===== config.mk =====
export PLATFORM = sky130hd
export DESIGN_NAME = alu_seq_flat
export DESIGN_NICKNAME = d
export VERILOG_FILES = /design/src/rtl/alu_seq_pkg.sv /design/src/rtl/alu_seq_if.sv /design/src/rtl/alu_seq_mul.sv /design/src/rtl/alu_seq.sv /design/src/flat_wrapper.sv
export SDC_FILE = /design/constraint.sdc
export NUM_CORES = 1
export LEC_CHECK = 0
export ABC_AREA = 1
export CAP_MARGIN = 20
export CORE_AREA = 2 2 70 72
export DETAILED_ROUTE_END_ITERATION = 8
export DIE_AREA = 0 0 72 74
export PLACE_DENSITY = 0.84
export SYNTH_ARGS = -nofsm -noshare
export SYNTH_HDL_FRONTEND = slang
export SYNTH_SLANG_ARGS = --single-unit

===== constraint.sdc =====
create_clock -name clk -period 1.5 [get_ports clk]
set_input_delay 0.15 -clock clk [delete_from_list [all_inputs] [get_ports clk]]
set_output_delay 0.15 -clock clk [all_outputs]
set_load 0.1 [all_outputs]

===== src/rtl/alu_seq_pkg.sv =====
// Shared types for alu_seq: op codes, FSM states and the flag vector.
// Flags are ordered {V, C, N, Zf} from MSB to LSB.
package alu_seq_pkg;

  typedef enum logic [3:0] {
    OP_ADD = 4'd0,
    OP_SUB = 4'd1,
    OP_AND = 4'd2,
    OP_OR  = 4'd3,
    OP_XOR = 4'd4,
    OP_NOT = 4'd5,
    OP_SLL = 4'd6,
    OP_SRL = 4'd7,
    OP_SRA = 4'd8,
    OP_MUL = 4'd9
  } op_e;

  typedef enum logic [1:0] {
    IDLE = 2'd0,
    MUL  = 2'd1,
    DONE = 2'd2
  } state_e;

  typedef struct packed {
    logic v;
    logic c;
    logic n;
    logic zf;
  } flags_t;

  localparam logic [3:0] OP_LAST = 4'd9;

endpackage


===== src/rtl/alu_seq_if.sv =====
// Issue-side and writeback-side handshake bundle for alu_seq.
// master = operand/issue logic plus writeback consumer, slave = the ALU.
interface alu_seq_if #(
  parameter int WIDTH = 8
) ();
  import alu_seq_pkg::*;

  logic             in_valid;
  logic             in_ready;
  logic [WIDTH-1:0] A;
  logic [WIDTH-1:0] B;
  logic [3:0]       op;
  logic             out_valid;
  logic             out_ready;
  logic [WIDTH-1:0] Z;
  flags_t           flags;
  logic             err;

  modport master (
    output in_valid, A, B, op, out_ready,
    input  in_ready, out_valid, Z, flags, err
  );

  modport slave (
    input  in_valid, A, B, op, out_ready,
    output in_ready, out_valid, Z, flags, err
  );

endinterface


===== src/rtl/alu_seq_mul.sv =====
// Iterative shift-add multiplier (built only with ALU_SEQ_MUL_EN): one partial product per cycle,
// done pulses WIDTH cycles after start; no backpressure, prod holds until the next start.
module alu_seq_mul #(
  parameter int WIDTH = 8
) (
  input  logic               clk,
  input  logic               rst_n,
  input  logic               start,
  input  logic [WIDTH-1:0]   A,
  input  logic [WIDTH-1:0]   B,
  output logic               done,
  output logic [2*WIDTH-1:0] prod
);

  localparam int SHW = $clog2(WIDTH);
  localparam logic [SHW-1:0] CNT_LAST = SHW'(WIDTH - 1);

  logic [2*WIDTH-1:0] mcand_q, mcand_d;
  logic [WIDTH-1:0]   mplier_q, mplier_d;
  logic [2*WIDTH-1:0] acc_q, acc_d;
  logic [SHW-1:0]     cnt_q, cnt_d;
  logic               busy_q, busy_d;
  logic               done_q, done_d;

  always_comb begin
    mcand_d  = mcand_q;
    mplier_d = mplier_q;
    acc_d    = acc_q;
    cnt_d    = cnt_q;
    busy_d   = busy_q;
    done_d   = 1'b0;
    if (start) begin
      mcand_d  = {{WIDTH{1'b0}}, A};
      mplier_d = B;
      acc_d    = '0;
      cnt_d    = '0;
      busy_d   = 1'b1;
    end else if (busy_q) begin
      // Multiplicand walks left while the multiplier LSB selects it.
      if (mplier_q[0]) begin
        acc_d = acc_q + mcand_q;
      end
      mcand_d  = mcand_q << 1;
      mplier_d = mplier_q >> 1;
      cnt_d    = cnt_q + 1'b1;
      if (cnt_q == CNT_LAST) begin
        busy_d = 1'b0;
        done_d = 1'b1;
      end
    end
  end

  always_ff @(posedge clk or negedge rst_n) begin
    if (!rst_n) begin
      mcand_q  <= '0;
      mplier_q <= '0;
      acc_q    <= '0;
      cnt_q    <= '0;
      busy_q   <= 1'b0;
      done_q   <= 1'b0;
    end else begin
      mcand_q  <= mcand_d;
      mplier_q <= mplier_d;
      acc_q    <= acc_d;
      cnt_q    <= cnt_d;
      busy_q   <= busy_d;
      done_q   <= done_d;
    end
  end

  assign done = done_q;
  assign prod = acc_q;

endmodule


===== src/rtl/alu_seq.sv =====
// Registered ALU: 1-cycle ops, WIDTH+1-cycle MUL when ALU_SEQ_MUL_EN is defined (else op 9 is illegal).
// Result held until out_ready; in_ready = IDLE or (DONE && out_ready), giving 1 op/cycle streaming.
module alu_seq
  import alu_seq_pkg::*;
#(
  parameter int WIDTH = 8
) (
  input  logic        clk,
  input  logic        rst_n,
  alu_seq_if.slave    bus
);

  localparam int SHW = $clog2(WIDTH);

  typedef struct packed {
    logic [WIDTH-1:0] z;
    flags_t           f;
    logic             err;
  } res_t;

  function automatic res_t alu_op(input logic [WIDTH-1:0] a,
                                  input logic [WIDTH-1:0] b,
                                  input logic [3:0]       op);
    res_t           r;
    logic [WIDTH:0] wide;
    logic [SHW-1:0] sh;
    r    = '0;
    wide = '0;
    sh   = b[SHW-1:0];
    case (op)
      OP_ADD: begin
        wide    = {1'b0, a} + {1'b0, b};
        r.z     = wide[WIDTH-1:0];
        r.f.c   = wide[WIDTH];
        r.f.v   = (a[WIDTH-1] == b[WIDTH-1]) && (r.z[WIDTH-1] != a[WIDTH-1]);
      end
      OP_SUB: begin
        r.z     = a - b;
        r.f.c   = (a >= b);
        r.f.v   = (a[WIDTH-1] != b[WIDTH-1]) && (r.z[WIDTH-1] != a[WIDTH-1]);
      end
      OP_AND:  r.z = a & b;
      OP_OR:   r.z = a | b;
      OP_XOR:  r.z = a ^ b;
      OP_NOT:  r.z = ~a;
      OP_SLL:  r.z = a << sh;
      OP_SRL:  r.z = a >> sh;
      OP_SRA:  r.z = $signed(a) >>> sh;
      // MUL is routed to the multiplier before reaching here, so op 9 lands as illegal.
      default: r.err = 1'b1;
    endcase
    if (!r.err) begin
      r.f.n  = r.z[WIDTH-1];
      r.f.zf = (r.z == '0);
    end
    return r;
  endfunction

  state_e state_q, state_d;
  res_t   res_q, res_d;
  logic   in_ready_c;
  logic   accept;

`ifdef ALU_SEQ_MUL_EN
  logic               mul_start;
  logic               mul_done;
  logic [2*WIDTH-1:0] mul_prod;

  function automatic res_t mul_res(input logic [2*WIDTH-1:0] p);
    res_t r;
    r      = '0;
    r.z    = p[WIDTH-1:0];
    r.f.c  = |p[2*WIDTH-1:WIDTH];
    r.f.n  = r.z[WIDTH-1];
    r.f.zf = (r.z == '0);
    return r;
  endfunction

  alu_seq_mul #(.WIDTH(WIDTH)) u_mul (
    .clk   (clk),
    .rst_n (rst_n),
    .start (mul_start),
    .A     (bus.A),
    .B     (bus.B),
    .done  (mul_done),
    .prod  (mul_prod)
  );
`endif

  always_comb begin
    state_d    = state_q;
    res_d      = res_q;
`ifdef ALU_SEQ_MUL_EN
    mul_start  = 1'b0;
`endif
    in_ready_c = (state_q == IDLE) || ((state_q == DONE) && bus.out_ready);
    accept     = bus.in_valid && in_ready_c;
    case (state_q)
      IDLE, DONE: begin
        if (accept) begin
`ifdef ALU_SEQ_MUL_EN
          if (bus.op == OP_MUL) begin
            mul_start = 1'b1;
            state_d   = MUL;
          end else begin
            res_d   = alu_op(bus.A, bus.B, bus.op);
            state_d = DONE;
          end
`else
          res_d   = alu_op(bus.A, bus.B, bus.op);
          state_d = DONE;
`endif
        end else if ((state_q == DONE) && bus.out_ready) begin
          state_d = IDLE;
        end
      end
      MUL: begin
`ifdef ALU_SEQ_MUL_EN
        if (mul_done) begin
          res_d   = mul_res(mul_prod);
          state_d = DONE;
        end
`else
        state_d = IDLE;
`endif
      end
      default: state_d = IDLE;
    endcase
  end

  always_ff @(posedge clk or negedge rst_n) begin
    if (!rst_n) begin
      state_q <= IDLE;
      res_q   <= '0;
    end else begin
      state_q <= state_d;
      res_q   <= res_d;
    end
  end

  assign bus.in_ready  = in_ready_c;
  assign bus.out_valid = (state_q == DONE);
  assign bus.Z         = res_q.z;
  assign bus.flags     = res_q.f;
  assign bus.err       = res_q.err;

endmodule


===== src/flat_wrapper.sv =====
// flat-port wrapper written by rule: the top's interface ports become plain ports
module alu_seq_flat import alu_seq_pkg::*;
#(
  parameter int WIDTH = 8
)
  (clk, rst_n, bus_in_valid, bus_A, bus_B, bus_op, bus_out_ready, bus_in_ready, bus_out_valid, bus_Z, bus_flags, bus_err);
  alu_seq_if #(.WIDTH(WIDTH)) bus_i ();
  input  logic clk;
  input  logic rst_n;
  input wire logic [$bits(bus_i.in_valid)-1:0] bus_in_valid;
  input wire logic [$bits(bus_i.A)-1:0] bus_A;
  input wire logic [$bits(bus_i.B)-1:0] bus_B;
  input wire logic [$bits(bus_i.op)-1:0] bus_op;
  input wire logic [$bits(bus_i.out_ready)-1:0] bus_out_ready;
  output wire logic [$bits(bus_i.in_ready)-1:0] bus_in_ready;
  output wire logic [$bits(bus_i.out_valid)-1:0] bus_out_valid;
  output wire logic [$bits(bus_i.Z)-1:0] bus_Z;
  output wire logic [$bits(bus_i.flags)-1:0] bus_flags;
  output wire logic [$bits(bus_i.err)-1:0] bus_err;
  assign bus_i.in_valid = bus_in_valid;
  assign bus_i.A = bus_A;
  assign bus_i.B = bus_B;
  assign bus_i.op = bus_op;
  assign bus_i.out_ready = bus_out_ready;
  assign bus_in_ready = bus_i.in_ready;
  assign bus_out_valid = bus_i.out_valid;
  assign bus_Z = bus_i.Z;
  assign bus_flags = bus_i.flags;
  assign bus_err = bus_i.err;
  alu_seq #(.WIDTH(WIDTH)) u_core (.clk(clk), .rst_n(rst_n), .bus(bus_i));
endmodule

==> impl_metrics.json, run 1 <==
{
  "cts_hold_buf": 0,
  "cts_num_sinks": 14,
  "core.rowCount": 25,
  "cts_root_buffer_type": "clkbuf_8",
  "starting_density_pct": 52.3,
  "synth_cells": 414,
  "largest_net_degree_at_the_start_of_global_routing": 19,
  "mappedNetlistArea_sq_mm": 0.00240,
  "lastStage": "5_1_grt",
  "post_synth_num_cell_types": 36,
  "hpwl_dp_mm": 7.82,
  "gr-usage-all-layers_pct": 70.2,
  "mappedNetlistNets": 465,
  "ys_seq_elements": 14,
  "error_line": "[ERROR GRT-0232] Routing congestion too high. Check the congestion heatmap in the GUI.",
  "timing.grt.repair.worst_endpoint": "u_core.bus.flags[2]$_DFFE_PN0P_/D",
  "worst-ep-kind": "register input",
  "io_pins": 39,
  "async_reset_ff_share_pct": 100,
  "post_synth.cell_area_avg_sq_um": 5.81,
  "status": "stopped before the end",
  "synth_sequential_area_ratio_pct": 14.6,
  "synth_ff_type": "dfrtp_1",
  "globalplace.congestion": 1.04,
  "dieWidth_microns": 72,
  "synth_edf_count": 0,
  "clock_tree.htree_level_count": 1,
  "grt_remaining_overflow": 13,
  "dp_worst_setup_slack_ns": -0.887,
  "tritoncts.num_buffers": 3,
  "synth_warnings": 0,
  "cts.path.max_buffers": 2,
  "io_buffers": 38,
  "chipHeight_microns": 74
}
logic make-up after synthesis:
family / Yosys count / synth area share (%)
and+or+nand+nor: 251 / 46.0
buffers and inverters: 62 / 10.7
DFF: 14 / 14.6
AOI/OAI and AO/OA: 57 / 13.0
xor gates and xnor gates: 3 / 1.09
adders and majority gates: 27 / 14.7
cell usage after synthesis (all sizes together) (2+ instances only):
| cell type | count | area, sq um |
|---|---|---|
| a21oi | 22 | 118 |
| buf | 10 | 61.3 |
| clkbuf | 3 | 12.5 |
| dfrtp | 14 | 350 |
| fa | 2 | 40.0 |
| ha | 25 | 313 |
| inv | 49 | 184 |
| nand2 | 119 | 459 |
| nand3 | 72 | 360 |
| nand3b | 2 | 15.0 |
| nand4 | 8 | 50.1 |
| nor2 | 39 | 154 |
| nor3 | 5 | 30.0 |
| o21ai | 27 | 135 |
| o21bai | 2 | 15.0 |
| o22ai | 2 | 12.5 |
| or2 | 5 | 31.3 |
| xnor2 | 2 | 17.5 |
metal layers:
| layer | global-route usage [%] | GRT overflow |
|---|---|---|
| met5 | 20.4 | 0 |
| met2 | 91.2 | 7 |
| met3 | 52.7 | 0 |
| met4 | 71.7 | 6 |
| met1 | 68.0 | 0 |
what timing repair did:
item	CTS
resized for setup	137
pin swaps	56
buffers inserted	6
endpoints found under the hold margin	0
setup endpoints to repair	12
stage by stage:
stage          instance area (sq um)  hold WS (ns)  TNS (ns)  cells
4_1_cts                         4010         0.187    -0.246    593
2_1_floorplan                   2490        -0.146     -1.11    414
3_5_place_dp                    3650         0.443     -9.09    583
3_3_place_gp                    3650         0.440     -8.16    583
==> inputs of run 2 (changes only) <==
--- a/config.mk
+++ b/config.mk
@@ -7,10 +7,10 @@
 export LEC_CHECK = 0
 export ABC_AREA = 1
 export CAP_MARGIN = 20
-export CORE_AREA = 2 2 70 72
+export CORE_AREA = 2 2 81 83
 export DETAILED_ROUTE_END_ITERATION = 8
-export DIE_AREA = 0 0 72 74
-export PLACE_DENSITY = 0.84
+export DIE_AREA = 0 0 83 85
+export PLACE_DENSITY_LB_ADDON = 0.15
 export SYNTH_ARGS = -nofsm -noshare
 export SYNTH_HDL_FRONTEND = slang
 export SYNTH_SLANG_ARGS = --single-unit
==> impl_metrics.json, run 2 <==
{
  "status": "finished, violations left",
  "violations_in_the_final_reports": "negative setup slack",
  "synth_simple_gate_area_share_pct": 46.0,
  "final_cell_mix": "buf_4 (102), nand2_1 (100), nand3_1 (58)",
  "hold_wc_path_type": "primary input to asynchronous set/reset pin",
  "worstReg2RegEnd": "u_core.bus.flags[0]",
  "critical_path.max_stage_delay_ns": 0.42,
  "fill_cells": 520,
  "async_reset_ff_share_pct": 100,
  "r2r_start": "u_core.state_q[1]",
  "post_synth_fa_ha_maj_area_fraction_pct": 14.7,
  "final_net_count": 606,
  "cts_num_sinks": 14,
  "grt.met2_usage_pct": 48.0,
  "period_share_pct": 107,
  "finalNonFillerCells": 631,
  "fin_skew_ns": 0.00872,
  "global_route.usage.met1_pct": 34.0,
  "ir_drop_v": 0.000799,
  "leading_cell_types_by_count_after_synthesis": "nand2_1 (116), nand3_1 (72), inv_1 (43), nor2_1 (36), ha_1 (25)",
  "synth_top_family_by_area": "simple AND/OR/NAND/NOR gates",
  "core.rowCount": 29,
  "arrival_ns": 1.79,
  "grt_pass1_wl_mm": 15.3,
  "chipHeight_microns": 85,
  "synth_edf_count": 0,
  "crit_path_start_kind": "primary input",
  "drt_first_pass_iters": 5,
  "final_common_cell": "buf_4",
  "antenna-diode-count": 0,
  "static-leakage-power_nw": 2.17,
  "clock_tree.htree_level_count": 1,
  "yosys.area.top_type_share_pct": 18.1,
  "synth_ff_type": "dfrtp_1",
  "place_inst": 610,
  "synth_warnings": 0,
  "critical_path.max_fanout": 3,
  "tritoncts.num_buffers": 3,
  "antenna_found_initial": 0,
  "cts_hold_buf": 0,
  "io_buffers": 38,
  "synthMostInstantiatedCell": "nand2_1",
  "timing.critical_path.cells": "buf_6 -> inv_4 -> buf_6 -> fa_2 -> inv_2 -> nand3_2 -> nand2_2 -> a21oi_1 -> o21ai_1 -> nand2_2 -> nor2_4 -> nand3_2 -> nor2_2 -> nand3_1 -> nand2_1",
  "remaining_drc_errors": 0,
  "timing.slew.headroom_pct": 73.1,
  "globalplace.congestion": 0.954,
  "largest_net_degree_at_the_start_of_global_routing": 20,
  "reg2reg_slack_ns": 0.06,
  "cts.reportedPaths.clkPinSlew_ns": 0.07,
  "cts_root_buffer_type": "clkbuf_8",
  "gr-usage-all-layers_pct": 26.6,
  "muxShareOfSynthArea_pct": 0,
  "layout-area-overhead-vs-synth_pct": 78.6,
  "synth.area.top_cells": "nand2_1 (18%), nand3_1 (15%), dfrtp_1 (15%)",
  "drtIter0Drc": 279,
  "post_synth_num_cell_types": 36,
  "io_pins": 39,
  "worstSetupPathDepth": 15,
  "highest_attainable_clock_frequency_mhz": 623,
  "crit_start": "bus_B[1]",
  "max-cap-violations": 0,
  "finalSetupViolCount": 5,
  "wire_length_per_cell_microns": 15.1,
  "setup.worst_path.end_class": "flip-flop",
  "post-route-min-period_ns": 1.60,
  "ys_seq_elements": 14,
  "critical_path_end": "u_core.bus.flags[0]",
  "post_synth_xor_area_fraction_pct": 1.09,
  "timing.hold.ws_ns": 0.210,
  "finalWorstSetupSlack_ns": -0.104,
  "grt_remaining_overflow": 0,
  "timing_hold_violations_final": 0,
  "final_design_area_no_fill_sq_mm": 0.00429,
  "critPathKind": "primary input to flip-flop",
  "first_global_vias": 3187,
  "path_delay_family": "simple AND/OR/NAND/NOR gates",
  "fp.dieArea_sq_mm": 0.00706,
  "mappedNetlistArea_sq_mm": 0.00240,
  "final_core_util_pct": 69.2,
  "post_synth.cell_area_avg_sq_um": 5.81,
  "dieWidth_microns": 83,
  "postRouteAntennaNets": 0,
  "power_per_cell_area_mw_per_mm2": 637,
  "synthDominantAreaCellType": "nand2_1",
  "wirelength_mm": 9.54,
  "synth_sequential_area_ratio_pct": 14.6,
  "cts.path.max_buffers": 2,
  "critPathSlowestCell": "fa_2",
  "insertion_delay_ns": 0.25,
  "largest_register_ff_count": 8,
  "starting_density_pct": 38.8,
  "unrepaired_setup_endpoints_after_global_routing": "yes",
  "via_per_inst": 5.27,
  "dr_total_vias": 3324,
  "met3_usage_pct": 4.09,
  "mappedNetlistNets": 465,
  "critPathRequiredTime_ns": 1.69,
  "cts_tree": "yes",
  "detailed_place.area_sq_mm": 0.00371,
  "tightestPinTransition_ns": 0.400,
  "synth_cells": 414,
  "path_buf_inv": 4,
  "gr-max-usage-layer": "met2",
  "maxSlewViolCount": 0,
  "layout-drive-gt1-share_pct": 45.5,
  "core_sq_mm": 0.00620,
  "synthesized_area_fraction_occupied_by_ao_oa_aoi_and_oai_cells_pct": 13.0,
  "hpwl_dp_mm": 7.22,
  "r2r.worst_path.cells": 9
}
==> run 2: cell counts after synthesis <==
Identical to the previous run, type by type.
==> run 2: repair_timing <==
item	CTS	global route
pin swaps	40	34
setup endpoints to repair	12	10
gates resized for setup	126	72
setup buffers	14	3
==> run 2: kinds of logic after synthesis <==
group / count (synthesis)
AOI/OAI and AO/OA: 57
xor gates and xnor gates: 3
adders and majority gates: 27
buffers and inverters: 62
DFF: 14
and+or+nand+nor: 251
==> run 2: cell type report <==
cell class / count / area (sq um) / share of cell area (%)
multi-input cells: 338 / 2210 / 51.5
repair buffers: 149 / 1370 / 32.0
flip-flops and latches: 14 / 354 / 8.25
inverters: 49 / 206 / 4.81
well taps: 77 / 96.3 / 2.24
clock buffers: 4 / 55.1 / 1.28
==> run 2: worst min-delay path by stage <==
stage,to,cells past startpoint,start
6_report,u_core.bus.err,2,rst_n
5_1_grt,u_core.state_q[1],2,rst_n
4_1_cts,u_core.bus.err,2,rst_n
3_5_place_dp,u_core.bus.Z[7],2,rst_n
3_3_place_gp,u_core.bus.Z[7],2,rst_n
2_1_floorplan,u_core.bus.Z[0],0,rst_n
==> run 2: where the power goes <==
group	internal (mW)	leakage [nW]	switching, mW
logic	0.783	1.96	1.07
registers	0.434	0.180	0.0634
clock network	0.233	0.0288	0.147
==> run 2: through the flow <==
stage / TNS, ns / setup slack (ns) / power [mW]
after global placement: -8.72 / -0.949 / 2.09
after floorplan: -1.11 / -0.254 / 1.39
final: -0.310 / -0.104 / 2.73
after CTS: -0.148 / -0.0905 / 2.62
after global routing: -0.805 / -0.178 / 2.87
after detailed placement: -9.04 / -0.942 / 2.10
==> run 2: layer usage <==
layer | vias up | share of wire [%]
met3 | 17 | 5.6
met4 | 0 | 2.1
li1 | 1654 | -
met2 | 108 | 51
met1 | 1545 | 42
met5 | - | 0
No activity file was read; power rests on OpenSTA's default activity.
==> patch 1 (config.mk and constraints of run 2) <==
Make the reset (`rst_n`) synchronous in one clocked block.
--- a/src/rtl/alu_seq.sv
+++ b/src/rtl/alu_seq.sv
@@ -128,7 +128,7 @@
     endcase
   end
 
-  always_ff @(posedge clk or negedge rst_n) begin
+  always_ff @(posedge clk) begin
     if (!rst_n) begin
       state_q <= IDLE;
       res_q   <= '0;
Behaviour: differs if rst_n is asserted again (counterexample within 4 cycles, from zero or initial values and one cycle with rst_n low); with rst_n held inactive, the same outputs for 10 cycles.
==> patch 1 against run 2 <==
- the flow still finishes with violations (negative setup slack)
- combinational power decreased by 14%
- sequential share of layout area down 1.8 points
- final cell count rose by 2.4%
- design area is 3.2% higher
- count of clock-buffer cells in the layout stayed put
- fmax grew 0.48%
- sequential cell count unchanged
- area after synthesis increased by 1.4%
- wire length is 4.1% higher
- setup slack better by 0.0077 ns
- utilization rose by 2.2 points
- power decreased by 12%
- critical endpoint is now u_core.bus.flags[0]
- highest routed layer unchanged
==> patch 1: results (changes against run 2) <==
[status]
run_status=complete, but fails checks
failed_checks=negative setup slack

[setup_path]
r2r-end=u_core.bus.flags[0]
reg2reg_from=u_core.state_q[1]
critPathLaunch=bus_B[0]

[route]
wl_met2_um=4720  ; -2.5%
vias_per_cell=5.34  ; +1.4%
detail_route.iter0.violations=292  ; +4.7%
routed_wl_um=9940  ; +4.1%

[sta]
worst_slack_ns=-0.0962  ; +0.00772 ns
worst_hold_slack_ns=0.400  ; +0.190 ns
setup_tns_ns=-0.345  ; -0.0357 ns
setup_viol=7  ; +2
tightest_slew_ns=0.335  ; -0.0649 ns

[cells_and_area]
clk_share_pct=1.24  ; -0.040 points
nMultiInputCombCells=346  ; +2.4%
inverters=59  ; +20%
final_cells=646  ; +2.4%
num-nonclk-buffers=146  ; -2.0%
drive_gt1_share_pct=48.9  ; +3.4 points
nonClkBufAreaFrac_pct=29.9  ; -2.1 points
fillers=498  ; -4.2%

[global_routing]
grt_max_degree=19  ; -5.0%
met2_usage_pct=44.7  ; -3.3 points
grt_pass1_wl_um=15300  ; +0.27%
first_global_vias=3295  ; +3.4%

[synth]
seq_area_frac_synth_pct=11.5  ; -3.1 points
synthArstFlopShare_pct=0  ; -100 points
ys.flop_type=dfxtp_1
synth_xor_area_share_pct=1.08  ; -0.015 points
syn_avg_cell_area_um2=5.64  ; -2.9%
yosys.cell_types.count=35  ; -2.8%

[placement]
routabilityCongestion=0.907  ; -4.9%
dp_cells=622  ; +2.0%
dp_slack_ns=-0.898  ; +0.0438 ns
hpwlAfterDp_um=7160  ; -0.85%

[min_path]
hold_class=in -> reg

[pwr]
vdd_drop_max_mv=0.521  ; -35%

-- patch 1: cell types whose count changed in the layout (fill, tap and decap cells not counted), sizes merged, moves of 7 or more --
| cell | delta |
|---|---|
| inv | +8 |
| dfxtp | +14 |
| o211ai | +7 |
| o21ai | -8 |
| dfrtp | -14 |
| nor2 | +10 |
-- patch 1: critical path: stages --
cell	delay [ns]
buf_8	0.09
ha_4	0.14
inv_2	0.04
fa_2	0.52
or2_1	0.11
nand3_1	0.06
nor2_1	0.11
nand2_1	0.07
nor2_2	0.12
nand2_1	0.06
nor2_1	0.08
nand3_1	0.09
a21oi_2	0.13
-- patch 1: repair_timing --
item                                    in CTS  in global routing
resized for setup                          149                 78
gates cloned                                 0                  0
pin swaps                                   52                 45
buffers inserted                            12                 10
endpoints found under the setup margin      12                 12
-- patch 1: where the power goes --
group | switching [mW] | leakage (nW) | internal, mW
logic | 0.912 | 2.03 | 0.690
registers | 0.0321 | 0.116 | 0.400
clock network | 0.130 | 0.0288 | 0.232
total | 1.07 | 2.17 | 1.32
==> patch 2 (config.mk and constraints of run 2) <==
Without the edit above. Build with the macro `ALU_SEQ_MUL_EN` defined.
--- a/src/rtl/alu_seq.sv
+++ b/src/rtl/alu_seq.sv
@@ -1,5 +1,7 @@
 // Registered ALU: 1-cycle ops, WIDTH+1-cycle MUL when ALU_SEQ_MUL_EN is defined (else op 9 is illegal).
 // Result held until out_ready; in_ready = IDLE or (DONE && out_ready), giving 1 op/cycle streaming.
+`define ALU_SEQ_MUL_EN
+
 module alu_seq
   import alu_seq_pkg::*;
 #(
Formal check against the unedited RTL: not equivalent (Yosys sat finds a counterexample within 4 cycles, from zero or initial values and one cycle with rst_n low).
==> patch 2 against run 2 <==
- area after synthesis rose by 110%
- the flow now stops in 3_1_place_gp_skip_io
==> patch 2: results (changes against run 2) <==
[synth]
ys_warn_count=0  ; unchanged
synth_area_leaders=dfrtp_1 29%, nand2_1 16%, ha_1 10%
ys_ff_latch=60  ; +46
syn_nets=830  ; +78%
synth_area_um2=5110  ; +110%
syn_inst=761  ; +84%
yosys-top-cells-count=222 x nand2_1, 96 x nand3_1, 67 x nor2_1, 65 x inv_1, 60 x dfrtp_1
seq_area_frac_synth_pct=29.4  ; +15 points
synthArstFlopShare_pct=100  ; unchanged
yosys.cell_types.count=43  ; +19%

[status]
stop_error=[ERROR FLW-0024] Place density exceeds 1.0 (current PLACE_DENSITY_LB_ADDON =  0.15). Please check if the value of  PLACE_DENSITY_LB_ADDON is between 0 and 0.99.
haltStage=3_1_place_gp_skip_io
run_status=did not finish

patch 2: changes by cell type after synthesis, moves of 4 or more:
cell,run 2,this run
a31oi_1,0,6
ha_1,25,42
nand3_1,72,96
inv_1,43,65
o211ai_1,1,10
a21oi_1,20,52
dfrtp_1,14,60
xor2_1,1,5
o21ai_0,19,45
nand2_1,116,222
clkbuf_1,2,11
o21ai_1,8,3
o31ai_1,1,5
nor2_1,36,67
patch 2: kinds of logic after synthesis:
family | count (synthesis) | share of synthesized area (%)
buffers and inverters | 95 | 7.86
and+or+nand+nor | 415 | 34.6
adders and majority gates | 45 | 11.5
DFF | 60 | 29.4
xor gates and xnor gates | 8 | 1.37
AOI/OAI and AO/OA | 138 | 15.3
